`config.mk`:
```
export PLATFORM = sky130hd
export DESIGN_NAME = bin_act_pack_flat
export DESIGN_NICKNAME = d
export VERILOG_FILES = /design/src/rtl/bin_act_pack_if.sv /design/src/rtl/bin_act_pack.sv /design/src/flat_wrapper.sv
export SDC_FILE = /design/constraint.sdc
export NUM_CORES = 1
export LEC_CHECK = 0
export ABC_AREA = 0
export CAP_MARGIN = 10
export CELL_PAD_IN_SITES_DETAIL_PLACEMENT = 0
export CELL_PAD_IN_SITES_GLOBAL_PLACEMENT = 1
export CORE_MARGIN = 4
export CORE_UTILIZATION = 45
export CTS_BUF_LIST = sky130_fd_sc_hd__clkbuf_4
export CTS_CLUSTER_DIAMETER = 40
export DETAILED_ROUTE_END_ITERATION = 10
export PLACE_DENSITY = 0.91
export SLEW_MARGIN = 20
export SYNTH_ARGS = -nofsm -noshare
export SYNTH_HDL_FRONTEND = slang
export SYNTH_SLANG_ARGS = --single-unit
```
`constraint.sdc`:
```
create_clock -name clk -period 3.1 [get_ports clk]
set_input_delay 0.93 -clock clk [delete_from_list [all_inputs] [get_ports clk]]
set_output_delay 0.93 -clock clk [all_outputs]
set_load 0.005 [all_outputs]
```
`src/rtl/bin_act_pack_if.sv`:
```
// bin_act_pack_if: stream bundle around the binarizing packer.
// Carries the pooled 16-bit sample stream into the block and the
// packed-byte valid/ready stream out to the next binary conv layer.
interface bin_act_pack_if;
  logic        ivalid;
  logic [15:0] din;
  logic        ovalid;
  logic        oready;
  logic [7:0]  dout;

  // Producer/consumer environment side
  modport master (
    output ivalid,
    output din,
    output oready,
    input  ovalid,
    input  dout
  );

  // The packer itself
  modport slave (
    input  ivalid,
    input  din,
    input  oready,
    output ovalid,
    output dout
  );
endinterface

```
`src/rtl/bin_act_pack.sv`:
```
// bin_act_pack: binarizing activation and LSB-first bit packer placed
// after the 2x2 max-pool stage. Each pooled sample becomes one bit, eight
// bits form a byte, and bytes queue in a small FIFO toward the next layer.
//
// Build option: define BIN_ACT_PACK_THRESH_EN to compare each sample with
// the per-channel thresh port. Without it the thresh port is ignored and
// the bit is the pure sign test (din >= 0); the channel index still counts.
module bin_act_pack #(
  parameter int FIFO_DEPTH = 4,
  parameter int CH_L0      = 6,
  parameter int CH_L1      = 12
) (
  input  logic          clk,
  input  logic          rstn,
  input  logic          state,
  input  logic [15:0]   thresh,
  output logic [3:0]    ch_idx,
  output logic          frame_done,
  output logic          overflow,
  bin_act_pack_if.slave bus
);

  localparam int PTR_W = (FIFO_DEPTH > 1) ? $clog2(FIFO_DEPTH) : 1;
  localparam int CNT_W = PTR_W + 1;
  localparam logic [CNT_W-1:0] FULL_CNT = CNT_W'(FIFO_DEPTH);

  // Last pixel index of a map: 12x12 pooled map or 4x4 pooled map
  localparam logic [7:0] MAP0_LAST = 8'd143;
  localparam logic [7:0] MAP1_LAST = 8'd15;
  localparam logic [3:0] CH0_LAST  = 4'(CH_L0 - 1);
  localparam logic [3:0] CH1_LAST  = 4'(CH_L1 - 1);

  logic                mode_q, mode_d;
  logic [7:0]          pix_q, pix_d;
  logic [2:0]          bit_q, bit_d;
  logic [7:0]          shift_q, shift_d;
  logic [3:0]          ch_q, ch_d;
  logic                frame_done_q, frame_done_d;
  logic                overflow_q, overflow_d;
  logic [PTR_W-1:0]    wr_q, wr_d;
  logic [PTR_W-1:0]    rd_q, rd_d;
  logic [CNT_W-1:0]    cnt_q, cnt_d;
  logic [7:0]          mem_q [FIFO_DEPTH];
  logic [7:0]          mem_d [FIFO_DEPTH];
  logic                ovalid_q, ovalid_d;
  logic [7:0]          dout_q, dout_d;

  logic signed [15:0]  cmp_ref;
  logic                act_bit;
  logic                push;
  logic                push_ok;
  logic                pop;
  logic [7:0]          new_byte;
  logic [7:0]          map_last;
  logic [3:0]          ch_last;

`ifdef BIN_ACT_PACK_THRESH_EN
  assign cmp_ref = $signed(thresh);
`else
  // The port stays on the block so both builds share one pin list; its
  // value is masked off so the compare reduces to a sign test.
  assign cmp_ref = $signed(thresh & 16'h0000);
`endif

  assign act_bit  = ($signed(bus.din) >= cmp_ref);
  assign map_last = mode_q ? MAP1_LAST : MAP0_LAST;
  assign ch_last  = mode_q ? CH1_LAST : CH0_LAST;

  // Next-state logic: mode latch, bit/pixel/channel counters, packing and FIFO
  always_comb begin
    mode_d       = mode_q;
    pix_d        = pix_q;
    bit_d        = bit_q;
    shift_d      = shift_q;
    ch_d         = ch_q;
    frame_done_d = 1'b0;
    overflow_d   = overflow_q;
    wr_d         = wr_q;
    rd_d         = rd_q;
    cnt_d        = cnt_q;
    mem_d        = mem_q;
    push         = 1'b0;
    push_ok      = 1'b0;
    pop          = 1'b0;
    new_byte     = shift_q;
    new_byte[7]  = act_bit;

    // Layer mode may only change between maps; mid-map toggles wait
    if ((pix_q == 8'd0) && (bit_q == 3'd0)) begin
      mode_d = state;
    end

    if (bus.ivalid) begin
      if (bit_q == 3'd7) begin
        push    = 1'b1;
        bit_d   = 3'd0;
        shift_d = 8'h00;
      end else begin
        bit_d          = bit_q + 3'd1;
        shift_d[bit_q] = act_bit;
      end

      if (pix_q == map_last) begin
        pix_d = 8'd0;
        if (ch_q >= ch_last) begin
          ch_d         = 4'd0;
          frame_done_d = 1'b1;
        end else begin
          ch_d = ch_q + 4'd1;
        end
      end else begin
        pix_d = pix_q + 8'd1;
      end
    end

    pop = (cnt_q != '0) && bus.oready;
    if (pop) begin
      rd_d = rd_q + 1'b1;
    end

    // A full FIFO still takes a byte if the head leaves on the same edge
    if (push) begin
      if ((cnt_q != FULL_CNT) || pop) begin
        push_ok     = 1'b1;
        mem_d[wr_q] = new_byte;
        wr_d        = wr_q + 1'b1;
      end else begin
        overflow_d = 1'b1;
      end
    end

    case ({push_ok, pop})
      2'b10:   cnt_d = cnt_q + 1'b1;
      2'b01:   cnt_d = cnt_q - 1'b1;
      default: cnt_d = cnt_q;
    endcase

    ovalid_d = (cnt_d != '0);
    dout_d   = mem_d[rd_d];
  end

  // State registers; reset discards any partial byte and flushes the FIFO
  always_ff @(posedge clk or negedge rstn) begin
    if (!rstn) begin
      mode_q       <= 1'b0;
      pix_q        <= 8'd0;
      bit_q        <= 3'd0;
      shift_q      <= 8'h00;
      ch_q         <= 4'd0;
      frame_done_q <= 1'b0;
      overflow_q   <= 1'b0;
      wr_q         <= '0;
      rd_q         <= '0;
      cnt_q        <= '0;
      ovalid_q     <= 1'b0;
      dout_q       <= 8'h00;
      for (int i = 0; i < FIFO_DEPTH; i++) begin
        mem_q[i] <= 8'h00;
      end
    end else begin
      mode_q       <= mode_d;
      pix_q        <= pix_d;
      bit_q        <= bit_d;
      shift_q      <= shift_d;
      ch_q         <= ch_d;
      frame_done_q <= frame_done_d;
      overflow_q   <= overflow_d;
      wr_q         <= wr_d;
      rd_q         <= rd_d;
      cnt_q        <= cnt_d;
      ovalid_q     <= ovalid_d;
      dout_q       <= dout_d;
      for (int i = 0; i < FIFO_DEPTH; i++) begin
        mem_q[i] <= mem_d[i];
      end
    end
  end

  assign bus.ovalid = ovalid_q;
  assign bus.dout   = dout_q;
  assign ch_idx     = ch_q;
  assign frame_done = frame_done_q;
  assign overflow   = overflow_q;

endmodule

```
`src/flat_wrapper.sv`:
```
// flat-port wrapper written by rule: the top's interface ports become plain ports
module bin_act_pack_flat 
#(
  parameter int FIFO_DEPTH = 4,
  parameter int CH_L0      = 6,
  parameter int CH_L1      = 12
)
  (clk, rstn, state, thresh, ch_idx, frame_done, overflow, bus_ivalid, bus_din, bus_oready, bus_ovalid, bus_dout);
  bin_act_pack_if bus_i ();
  input  logic clk;
  input  logic rstn;
  input  logic state;
  input  logic [15:0] thresh;
  output logic [3:0] ch_idx;
  output logic frame_done;
  output logic overflow;
  input wire logic [$bits(bus_i.ivalid)-1:0] bus_ivalid;
  input wire logic [$bits(bus_i.din)-1:0] bus_din;
  input wire logic [$bits(bus_i.oready)-1:0] bus_oready;
  output wire logic [$bits(bus_i.ovalid)-1:0] bus_ovalid;
  output wire logic [$bits(bus_i.dout)-1:0] bus_dout;
  assign bus_i.ivalid = bus_ivalid;
  assign bus_i.din = bus_din;
  assign bus_i.oready = bus_oready;
  assign bus_ovalid = bus_i.ovalid;
  assign bus_dout = bus_i.dout;
  bin_act_pack #(.FIFO_DEPTH(FIFO_DEPTH), .CH_L0(CH_L0), .CH_L1(CH_L1)) u_core (.clk(clk), .rstn(rstn), .state(state), .thresh(thresh), .ch_idx(ch_idx), .frame_done(frame_done), .overflow(overflow), .bus(bus_i));
endmodule
```
## Word level (Yosys, flattened, before mapping)

Index checks and enable logic that the tools add are counted.

- Register bits after elaboration: 74
- Logic and storage cells: 76

- $add $sub $neg: 7
- Magnitude comparators: 7
- Equality and inequality tests: 5
- Mux-type cells: 26
- Bitwise logic cells: 3
- Reductions and logical operators: 12

Operators by type and width:

| cell | number |
|---|---|
| $mux W32 | 2 |
| $mux W8 | 6 |
| $bwmux W32 | 1 |
| $bmux W8 S2 | 1 |
| $demux W8 S2 | 1 |
| $ge A16 B1 Y1 const B | 1 |
| $add A8 B1 Y8 const B | 1 |
| $bwmux W8 | 1 |
| $eq A8 B8 Y1 | 1 |
| $logic_not A8 Y1 | 1 |
| $mux W1 | 8 |
| $mux W4 | 2 |
| $add A3 B1 Y3 const B | 2 |
| $ge A3 B3 Y1 const B | 2 |
| $not A2 Y3 | 2 |
| $pmux W3 S2 | 1 |
| $reduce_and A2 Y1 | 3 |
| $reduce_bool A3 Y1 | 2 |
| $add A2 B1 Y2 const B | 2 |
| $add A4 B1 Y4 const B | 1 |
| $ge A4 B4 Y1 | 1 |
| $logic_and A1 B1 Y1 | 4 |
| $lt A3 B4 Y1 const B | 1 |
| $demux W1 S3 | 1 |
| 12 further kinds | 12 |

## Logic depth before layout (Yosys ltp)

Gate-level depths: netlist (run 1).

- Depth after elaboration: 11
- Gate-level depth with buffers: 13

## Worst setup path before layout (run 1)

OpenSTA, ideal clock, no wires.

- Path type: input-to-reg
- Start point: input bus_oready
- End point: register u_core.ovalid_q, in the netlist u_core.bus.ovalid
- Setup time: 131 ps
- Data arrival time: 2922 ps
- Data required time: 2969 ps
- Path slack: 46 ps
- Stages: 11
- Path buffers: 1
- Path through: nor4b_1 > clkbuf_1 > nor2_1 > inv_1 > ha_1 > inv_1 > fa_1 > xor2_1 > nor2_1 > xor2_1 > or3_1

- Cells in the longest elaborated chain, start to end: 7
- Elaborated cells on any way between the ends: 8
- Those cells by class: eq/ne: 2; mux: 3; reduce/logical: 3

RTL lines:

| item | line | text |
|---|---|---|
| from (decl) | flat_wrapper.sv:19 | `input wire logic [$bits(bus_i.oready)-1:0] bus_oready;` |
| $logic_and A1 B1 Y1 * | bin_act_pack.sv:116 | `pop = (cnt_q != '0) && bus.oready;` |
| $logic_or A1 B1 Y1 | bin_act_pack.sv:123 | `if ((cnt_q != FULL_CNT) \|\| pop) begin` |
| $mux W1 | bin_act_pack.sv:123 |  |
| $mux W1 | bin_act_pack.sv:122 | `if (push) begin` |
| $eq A2 B1 Y1 or $eq A2 B2 Y1 (tied branches) | bin_act_pack.sv:132 | `case ({push_ok, pop})` |
| $pmux W3 S2 * | bin_act_pack.sv:132 |  |
| net u_core.cnt_d[2] | bin_act_pack.sv:42 | `logic [CNT_W-1:0] cnt_q, cnt_d;` |
| $reduce_bool A3 Y1 * | bin_act_pack.sv:138 | `ovalid_d = (cnt_d != '0);` |
| net u_core.ovalid_d | bin_act_pack.sv:45 | `logic ovalid_q, ovalid_d;` |
| to (signal assigned) | bin_act_pack.sv:171 | `ovalid_q <= ovalid_d;` |
| to (decl) | bin_act_pack.sv:45 |  |

The timed path passes the listed nets; every way through them passes the cells marked *.
A chain may end at the register's enable or synchronous reset.

## Worst setup path after layout (run 1)

Same ends and word-level chain as after synthesis.

==> flow_summary.yaml, run 1 <==
power:
  p_leak_uw: 0.00219
  power_density_nw_per_um2: 951
  ir_drop_v: 0.000429
cts:
  clock_tree.buffer_depth: 2
  ctsResizeCount: 0
  cts_root_buffer: "clkbuf_4"
  cts_buffers: 9
  post_cts_buffers: 0
  cts_sinks: 73
  cts_hold_buf: 0
  clk_pin_slew_ps: 130
  worst_skew_pair.late_latency_ps: 420
  htreeDepth: 3
  cts_tree: "built"
timing:
  tightest_slew_ps: 930
  finalHoldViolCount: 0
  setup_viol: 0
  skew_ps: 11.6
  finalHoldWorstSlack_ps: 491
  period_minus_slack_ps: 2850
  period_share_pct: 91.8
  max_freq_ghz: 0.351
  max-slew-margin-rel_pct: 38.0
  setup_tns_ps: 0
  rsz0062_at_grt: "false"
  slew_violations: 0
route:
  drt-total-wl_um: 7440
  ant_nets: 0
  firstDrtPassIters: 4
  drtIter0Drc: 186
  viasPerCell: 5.53
  dr_total_vias: 2661
  drc_errors: 0
  routedWlPerCell_um: 15.5
worst_setup_path:
  crit_path_end_kind: "register"
  crit_chain: "clkdlybuf4s50_1, nor4b_2, nor2_1, inv_1, ha_1, inv_1, fa_1, xor2_1, nor2_1, xor2_1, or3_1"
  arrival_ps: 3160
  cp_max_fo: 3
  slowest_stage: "clkdlybuf4s50_1"
  critical_path.max_stage_delay_ps: 500
  critPathKind: "in -> reg"
  crit_required_ps: 3410
  reg2regPathDepth: 12
  cp-start-kind: "input pin"
logic_synthesis:
  synth_compound_area_share_pct: 19.5
  synthMuxAreaShare_pct: 2.24
  synth-edff-count: 0
  yosysUniqueCellTypes: 47
  yosysSeqAreaShare_pct: 48.8
  synthAdderAreaFrac_pct: 5.22
  ys.flop_type: "dfrtp_1"
  synthArstFlopShare_pct: 100
  yosys_register_bits: 73
  syn_inst: 341
  yosys_warnings: 0
  synth_area_per_cell_um2: 11.0
  syn_nets: 393
  netlist_area_um2: 3740
  synth_top_family_by_area: "compound AO/OA/AOI/OAI gates"
  synthXorXnorAreaFrac_pct: 3.78
  synth-simple-area-share_pct: 14.8
global_routing:
  grtUsageTotal_pct: 16.5
  met1_usage_pct: 21.2
  grt_pass1_wl_um: 13000
  grt_util_met2_pct: 27.3
  grt.busiest_layer: "met2"
  grt_util_met3_pct: 3.72
  grt_overflow: 0
  grt_pass1_vias: 2712
  grt_max_degree: 74
  grt_antenna_before_repair: 0
place:
  place_hpwl_um: 5190
  numPlacedInstances: 465
  port_buffers: 20
  gp_congestion: 0.785
floorplanning:
  dieArea_um2: 9840
  fp-row-count: 32
  dieHeight_um: 99.2
  die_w_um: 99.2
  start_util_pct: 47.4
  coreArea_um2: 7890
  pin_count: 52
finish:
  stdcell_count: 481
  nFillCells: 683
  n_antenna_cell: 0
  drive_above_1_share_pct: 16.4
  layout.cells.most_common_list: "dfrtp_1, inv_1, and3_1"
  layout.nets: 426
  syn2layout_area_growth_pct: 14.8
  layout_commonest_cell: "dfrtp_1"
flow_run:
  cap_violations: 0
min_path:
  hp-class: "reg -> reg"
  worstHoldPathCells: 1
status:
  status: "finished clean"
-- metal layers --
metal,up-vias,part of all wire (%)
met5,-,0
met4,0,2.1
met3,14,3.8
met2,48,48
met1,1308,46
li1,1291,-
-- area by class of cell --
cell class                      count  area, um2  share of cell area [%]
Tap cell                          102        128                    2.97
Sequential cell                    73       1830                    42.5
Inverter                           30        113                    2.62
Multi-Input combinational cell    221       1710                    39.7
Clock buffer                       10       75.1                    1.75
Timing Repair Buffer               39        340                    7.92
Clock inverter                      6        106                    2.48
-- critical path, delay by kind of cell --
family	cells	cell delay, ps
xor+xnor	2	290
simple gates	4	740
buf+inv	3	630
fa+ha+maj	2	550
-- path summary, 6_finish.rpt --
| check | slack, ps | startpoint | to |
|---|---|---|---|
| setup / recovery | 250 | bus_oready | u_core.bus.ovalid |
| hold / removal | 490 | u_core.mem_q[9] | u_core.mem_q[9] |
| setup reg to reg | 540 | u_core.bit_q[0] | u_core.bus.ovalid |
| hold reg to reg | 490 | u_core.mem_q[9] | u_core.mem_q[9] |
| max in group asynchronous | 1860 | rstn | u_core.wr_q[1] |
| min in group asynchronous | 630 | rstn | u_core.pix_q[1] |
-- flip-flops by register name, summed over array words and instances (netlist names) --
register / count
u_core.cnt_q: 3
u_core.overflow: 1
u_core.bus.dout: 8
u_core.mem_q: 32
u_core.mode_q: 1
u_core.bus.ovalid: 1
u_core.wr_q: 2
u_core.rd_q: 2
u_core.bit_q: 3
u_core.ch_idx: 4
u_core.frame_done: 1
u_core.shift_q: 7
u_core.pix_q: 8
-- synth_stat cells, types with 2 or more instances --
cell type	number	area share [%]
inv_1	29	2.9
dfrtp_1	73	49
and3_1	25	4.2
nor3b_1	6	1.2
nor3_1	10	1.3
nand2_4	3	0.90
xnor2_1	8	1.9
nor4b_1	2	0.47
a21o_1	24	4.8
buf_2	2	0.27
a211oi_1	16	3.2
nand2_1	15	1.5
buf_1	2	0.20
nand3_1	7	0.94
o21ai_0	4	0.54
a21oi_1	15	2.0
ha_1	14	4.7
a2111oi_2	14	5.6
buf_6	4	1.2
mux2_2	3	0.90
nor2_1	14	1.4
o22ai_1	8	1.3
mux2i_1	5	1.3
and3b_1	2	0.47
clkbuf_1	8	0.80
xor2_1	5	1.2
nor2b_1	3	0.50
-- per-stage QoR --
stage	area, um2	util, %	total power [uW]	worst slack [ps]
CTS	4300	54.5	4120	250
global route	4300	54.5	4400	152
detailed placement	4120	52.2	3360	-208
global placement	4120	52.2	3280	-186
floorplan	3740	-	2810	46.4
finish	4300	54.5	4080	254
-- power breakdown --
part | total, uW | switching, uW | internal (uW)
sequential | 1710 | 356 | 1350
combinational | 1620 | 776 | 842
clock | 761 | 347 | 414
total | 4080 | 1480 | 2610
-- kinds of logic (layout without fill, tap and decap cells) --
group                      after synthesis  count (layout)
DFF                                     73              73
adders and majority gates               15              15
buffers and inverters                   47              85
AOI/OAI and AO/OA                       88              88
xor gates and xnor gates                14              14
muxes                                    8               8
and+or+nand+nor                         96              96
No activity file was read; power rests on OpenSTA's default activity.
==> run 2, diff against run 1 <==
- CTS_BUF_LIST: sky130_fd_sc_hd__clkbuf_4 -> sky130_fd_sc_hd__clkbuf_8
- SLEW_MARGIN: 20 -> 40
==> run 2 against run 1 <==
  * Clock power rose by 20%
  * Final cell count stayed put
  * Sequential power hardly changed
  * Clock skew fell by 0.58 ps
  * Global-route usage is 0.38 points higher
  * Sequential share of layout area down 0.65 points
  * Clock-buffer cell count did not move
  * Setup slack worse by 77 ps
  * First-iteration DRC count shrank 41%
  * Largest cell class unchanged
==> flow_summary.yaml, run 2 (synthesized netlist as in run 1, its figures left out) <==
global_routing:
  grtUsageTotal_pct: 16.8
  grt_antenna_before_repair: 0
  grt_max_degree: 74
  grt_pass1_vias: 2746
  grt_overflow: 0
  grt_pass1_wl_um: 13200
route:
  drt-total-wl_um: 7580
  viasPerCell: 5.52
  ant_nets: 0
  dr_total_vias: 2654
  drc_errors: 0
  firstDrtPassIters: 4
  routedWlPerCell_um: 15.8
  drtIter0Drc: 110
flow_run:
  cap_violations: 0
power:
  ir_drop_v: 0.000421
  power.total_uw: 4260
  power_density_nw_per_um2: 975
  p_leak_uw: 0.00222
floorplanning:
  start_util_pct: 47.4
  dieHeight_um: 99.2
  coreArea_um2: 7890
  dieArea_um2: 9840
  fp-row-count: 32
  die_w_um: 99.2
  pin_count: 52
timing:
  max_freq_ghz: 0.342
  finalHoldViolCount: 0
  layout_setup_ws_ps: 178
  slew_violations: 0
  period_share_pct: 94.3
  tightest_slew_ps: 666
  period_minus_slack_ps: 2920
  skew_ps: 11.0
  max-slew-margin-rel_pct: 55.6
  rsz0062_at_grt: "false"
  setup_viol: 0
worst_setup_path:
  arrival_ps: 3160
  crit_required_ps: 3340
  crit_path_end_kind: "register"
  critPathKind: "in -> reg"
  cp_max_fo: 3
  cp-start-kind: "input pin"
cts:
  cts_sinks: 73
  ctsResizeCount: 0
  clock_tree.buffer_depth: 2
  cts_tree: "built"
  cts_buffers: 9
  worst_skew_pair.late_latency_ps: 350
  cts_root_buffer: "clkbuf_8"
  cts_hold_buf: 0
  htreeDepth: 3
  clk_pin_slew_ps: 80
  post_cts_buffers: 0
finish:
  final_util_pct: 55.3
  drive_above_1_share_pct: 16.4
  layout.nets: 426
  top_register: "u_core.mem_q"
  n_antenna_cell: 0
  layout.cells.most_common_list: "dfrtp_1, inv_1, and3_1"
  layout_commonest_cell: "dfrtp_1"
  largest_reg_flops: 32
  syn2layout_area_growth_pct: 16.6
place:
  port_buffers: 20
  gp_congestion: 0.785
  post-place-ws_ps: -208
  place_hpwl_um: 5190
status:
  status: "finished clean"
min_path:
  hp-class: "reg -> reg"
run 2: changes by cell type in the layout (fill, tap and decap cells not counted):
cell	change
clkinv_1	-1
clkbuf_4	-10
inv_1	+1
buf_4	-1
buf_6	+1
clkbuf_8	+10
run 2: final timing paths:
path                             startpoint           endpoint  slack [ps]  cells after the start
max                              bus_oready  u_core.bus.ovalid         180                     11
min                        u_core.mem_q[27]   u_core.mem_q[27]         480                      1
max reg2reg                 u_core.bit_q[0]  u_core.bus.ovalid         550                     12
min reg2reg                u_core.mem_q[27]   u_core.mem_q[27]         480                      1
max in group asynchronous              rstn   u_core.mem_q[12]        2060                      1
min in group asynchronous              rstn    u_core.pix_q[1]         600                      1
run 2: report_power, final:
part | switching, uW | internal (uW)
Sequential | 360 | 1350
Combinational | 782 | 844
Clock | 363 | 552
run 2: final cells by class:
type                       count  area (um2)
inverter                      30         113
sequential                    73        1830
clock buffer                  10         138
clock inverter                 6         106
tap                          102         128
fill                         677        3520
timing repair buffer          39         344
multi-input combinational    221        1710
run 2: critical path: stages:
cell and delay [ps]:
clkdlybuf4s50_1 500, nor4b_2 280, nor2_1 90, inv_1 70
ha_1 180, inv_1 60, fa_1 370, xor2_1 140
nor2_1 60, xor2_1 150, or3_1 320
run 2: metrics by stage:
stage | instance area [um2] | TNS (ps) | cells | hold WS, ps
2_1_floorplan | 3740 | 0 | 341 | 446
3_3_place_gp | 4120 | -197 | 465 | 459
3_5_place_dp | 4120 | -219 | 465 | 466
4_1_cts | 4360 | 0 | 481 | 483
5_1_grt | 4360 | 0 | 481 | 495
6_report | 4360 | 0 | 481 | 479
run 2: per-layer routing:
| metal | wire (um) | vias to the layer above | GRT usage [%] |
|---|---|---|---|
| met5 | 0 | - | 0 |
| met2 | 3650 | 59 | 27.8 |
| met4 | 127 | 0 | 7.67 |
| met1 | 3430 | 1293 | 21.1 |
| met3 | 370 | 10 | 3.79 |
| li1 | - | 1292 | - |
==> run 3, diff against run 2 <==
- CTS_BUF_LIST: sky130_fd_sc_hd__clkbuf_8 -> sky130_fd_sc_hd__clkbuf_4
- PLACE_DENSITY: 0.91 -> not set
- PLACE_DENSITY_LB_ADDON: not set -> 0.1
==> run 3 against run 2 <==
  * Die area unchanged
  * Global-route usage up 0.69 points
  * Power decreased by 6.2%
  * Via count shrank 0.41%
  * Clock skew barely moved
  * Final cell count is 2.1% higher
  * Utilization grew 0.22 points
  * Sequential cell count stayed put
  * Register-to-register slack barely moved
  * Worst hold slack better by 14 ps
  * Clock power down 37%
  * Fmax up 4.8%
  * Critical path type unchanged
  * Critical endpoint unchanged
==> flow_summary.yaml, run 3 (synthesized netlist as in run 1, its figures left out) <==
min_path:
  worstHoldPathCells: 1
  min-delay-start: "u_core.mem_q[26]"
  hp-class: "reg -> reg"
  holdPathEnd: "u_core.mem_q[26]"
global_routing:
  grt_max_degree: 74
  grt_overflow: 0
  grt_pass1_vias: 2780
  grt_antenna_before_repair: 0
  grtUsageTotal_pct: 17.5
  grt_pass1_wl_um: 13800
route:
  drc_errors: 0
  viasPerCell: 5.38
  dr_total_vias: 2643
  routedWlPerCell_um: 16.3
  drt-total-wl_um: 8010
  drtIter0Drc: 237
  firstDrtPassIters: 4
  ant_nets: 0
worst_setup_path:
  crit_required_ps: 3380
  cp-start-kind: "input pin"
  rr_startpoint: "u_core.bit_q[0]"
  critPathKind: "in -> reg"
  cp_max_fo: 2
  crit_path_end_kind: "register"
  rrSetupSlack_ps: 560
  arrival_ps: 3070
  timing.rr.end: "u_core.bus.dout[7]"
  reg2regPathDepth: 8
finish:
  layout.nets: 436
  largest_reg_flops: 32
  drive_above_1_share_pct: 18.0
  n_antenna_cell: 0
  layout.cells.most_common_list: "dfrtp_1, inv_1, and3_1, buf_4, a21o_1"
  top_register: "u_core.mem_q"
  syn2layout_area_growth_pct: 17.1
  layout_commonest_cell: "dfrtp_1"
place:
  post-place-ws_ps: -132
  port_buffers: 20
  gp_congestion: 0.744
  place_hpwl_um: 5640
floorplanning:
  pin_count: 52
  dieHeight_um: 99.2
  fp-row-count: 32
  die_w_um: 99.2
  dieArea_um2: 9840
  coreArea_um2: 7890
  start_util_pct: 47.4
cts:
  cts_buffers: 9
  clock_tree.buffer_depth: 2
  htreeDepth: 3
  cts_hold_buf: 0
  clk_pin_slew_ps: 120
  cts_root_buffer: "clkbuf_4"
  cts_sinks: 73
  post_cts_buffers: 0
  ctsResizeCount: 0
  worst_skew_pair.late_latency_ps: 410
  cts_tree: "built"
timing:
  max_freq_ghz: 0.359
  layout_setup_ws_ps: 312
  skew_ps: 11.4
  max-slew-margin-rel_pct: 54.4
  period_minus_slack_ps: 2790
  slew_violations: 0
  setup_viol: 0
  finalHoldWorstSlack_ps: 493
  finalHoldViolCount: 0
  rsz0062_at_grt: "false"
  setup_tns_ps: 0
  tightest_slew_ps: 666
  period_share_pct: 89.9
power:
  p_leak_uw: 0.00225
  ir_drop_v: 0.000396
  power_density_nw_per_um2: 912
status:
  status: "finished clean"
flow_run:
  cap_violations: 0
## run 3: cell count changes in the layout (fill, tap and decap cells not counted), sizes merged
cell      before  now
clkinvlp       1    0
bufinv         3    1
clkinv         1    5
clkbuf        10    9
buf           20   30
## run 3: layout make-up
class                           instances  area, um2
Timing Repair Buffer                   49        478
Tap cell                              102        128
Multi-Input combinational cell        221       1710
Clock inverter                          7       60.1
Inverter                               30        113
Sequential cell                        73       1830
Clock buffer                            9       67.6
Fill cell                             691       3510
## run 3: report_power, final
part | switching [uW] | internal [uW]
logic | 811 | 879
registers | 375 | 1350
clock network | 339 | 239
## run 3: worst max-delay path by stage
stage / startpoint / end / slack (ps)
final: bus_oready / u_core.bus.ovalid / 310
after global routing: bus_oready / u_core.bus.ovalid / 140
after CTS: bus_oready / u_core.bus.ovalid / 310
after detailed placement: bus_oready / u_core.bus.ovalid / -130
after global placement: bus_oready / u_core.bus.ovalid / -110
after floorplan: bus_oready / u_core.bus.ovalid / 50
## run 3: routing by layer
metal / global-route usage (%) / wire, um / vias up
met3: 3.51 / 275 / 7
met2: 24.9 / 3530 / 49
met5: 0 / 0 / -
met4: 6.30 / 72 / 0
met1: 26.5 / 4130 / 1283
li1: - / - / 1304
## run 3: metrics by stage
step | std cells | utilization [%] | power, uW | cell area [um2]
after detailed placement | 475 | 53.9 | 3450 | 4250
final | 491 | 55.5 | 3990 | 4380
after CTS | 491 | 55.5 | 4030 | 4380
after global routing | 491 | 55.5 | 4300 | 4380
after global placement | 475 | 53.9 | 3390 | 4250
after floorplan | 341 | - | 2810 | 3740
## run 3: critical path: stages
cell	delay [ps]
clkdlybuf4s50_1	440
nor4b_2	300
nor2_1	110
inv_1	70
ha_1	160
inv_1	50
fa_1	370
xor2_1	140
nor2_1	60
xor2_1	140
or3_1	310
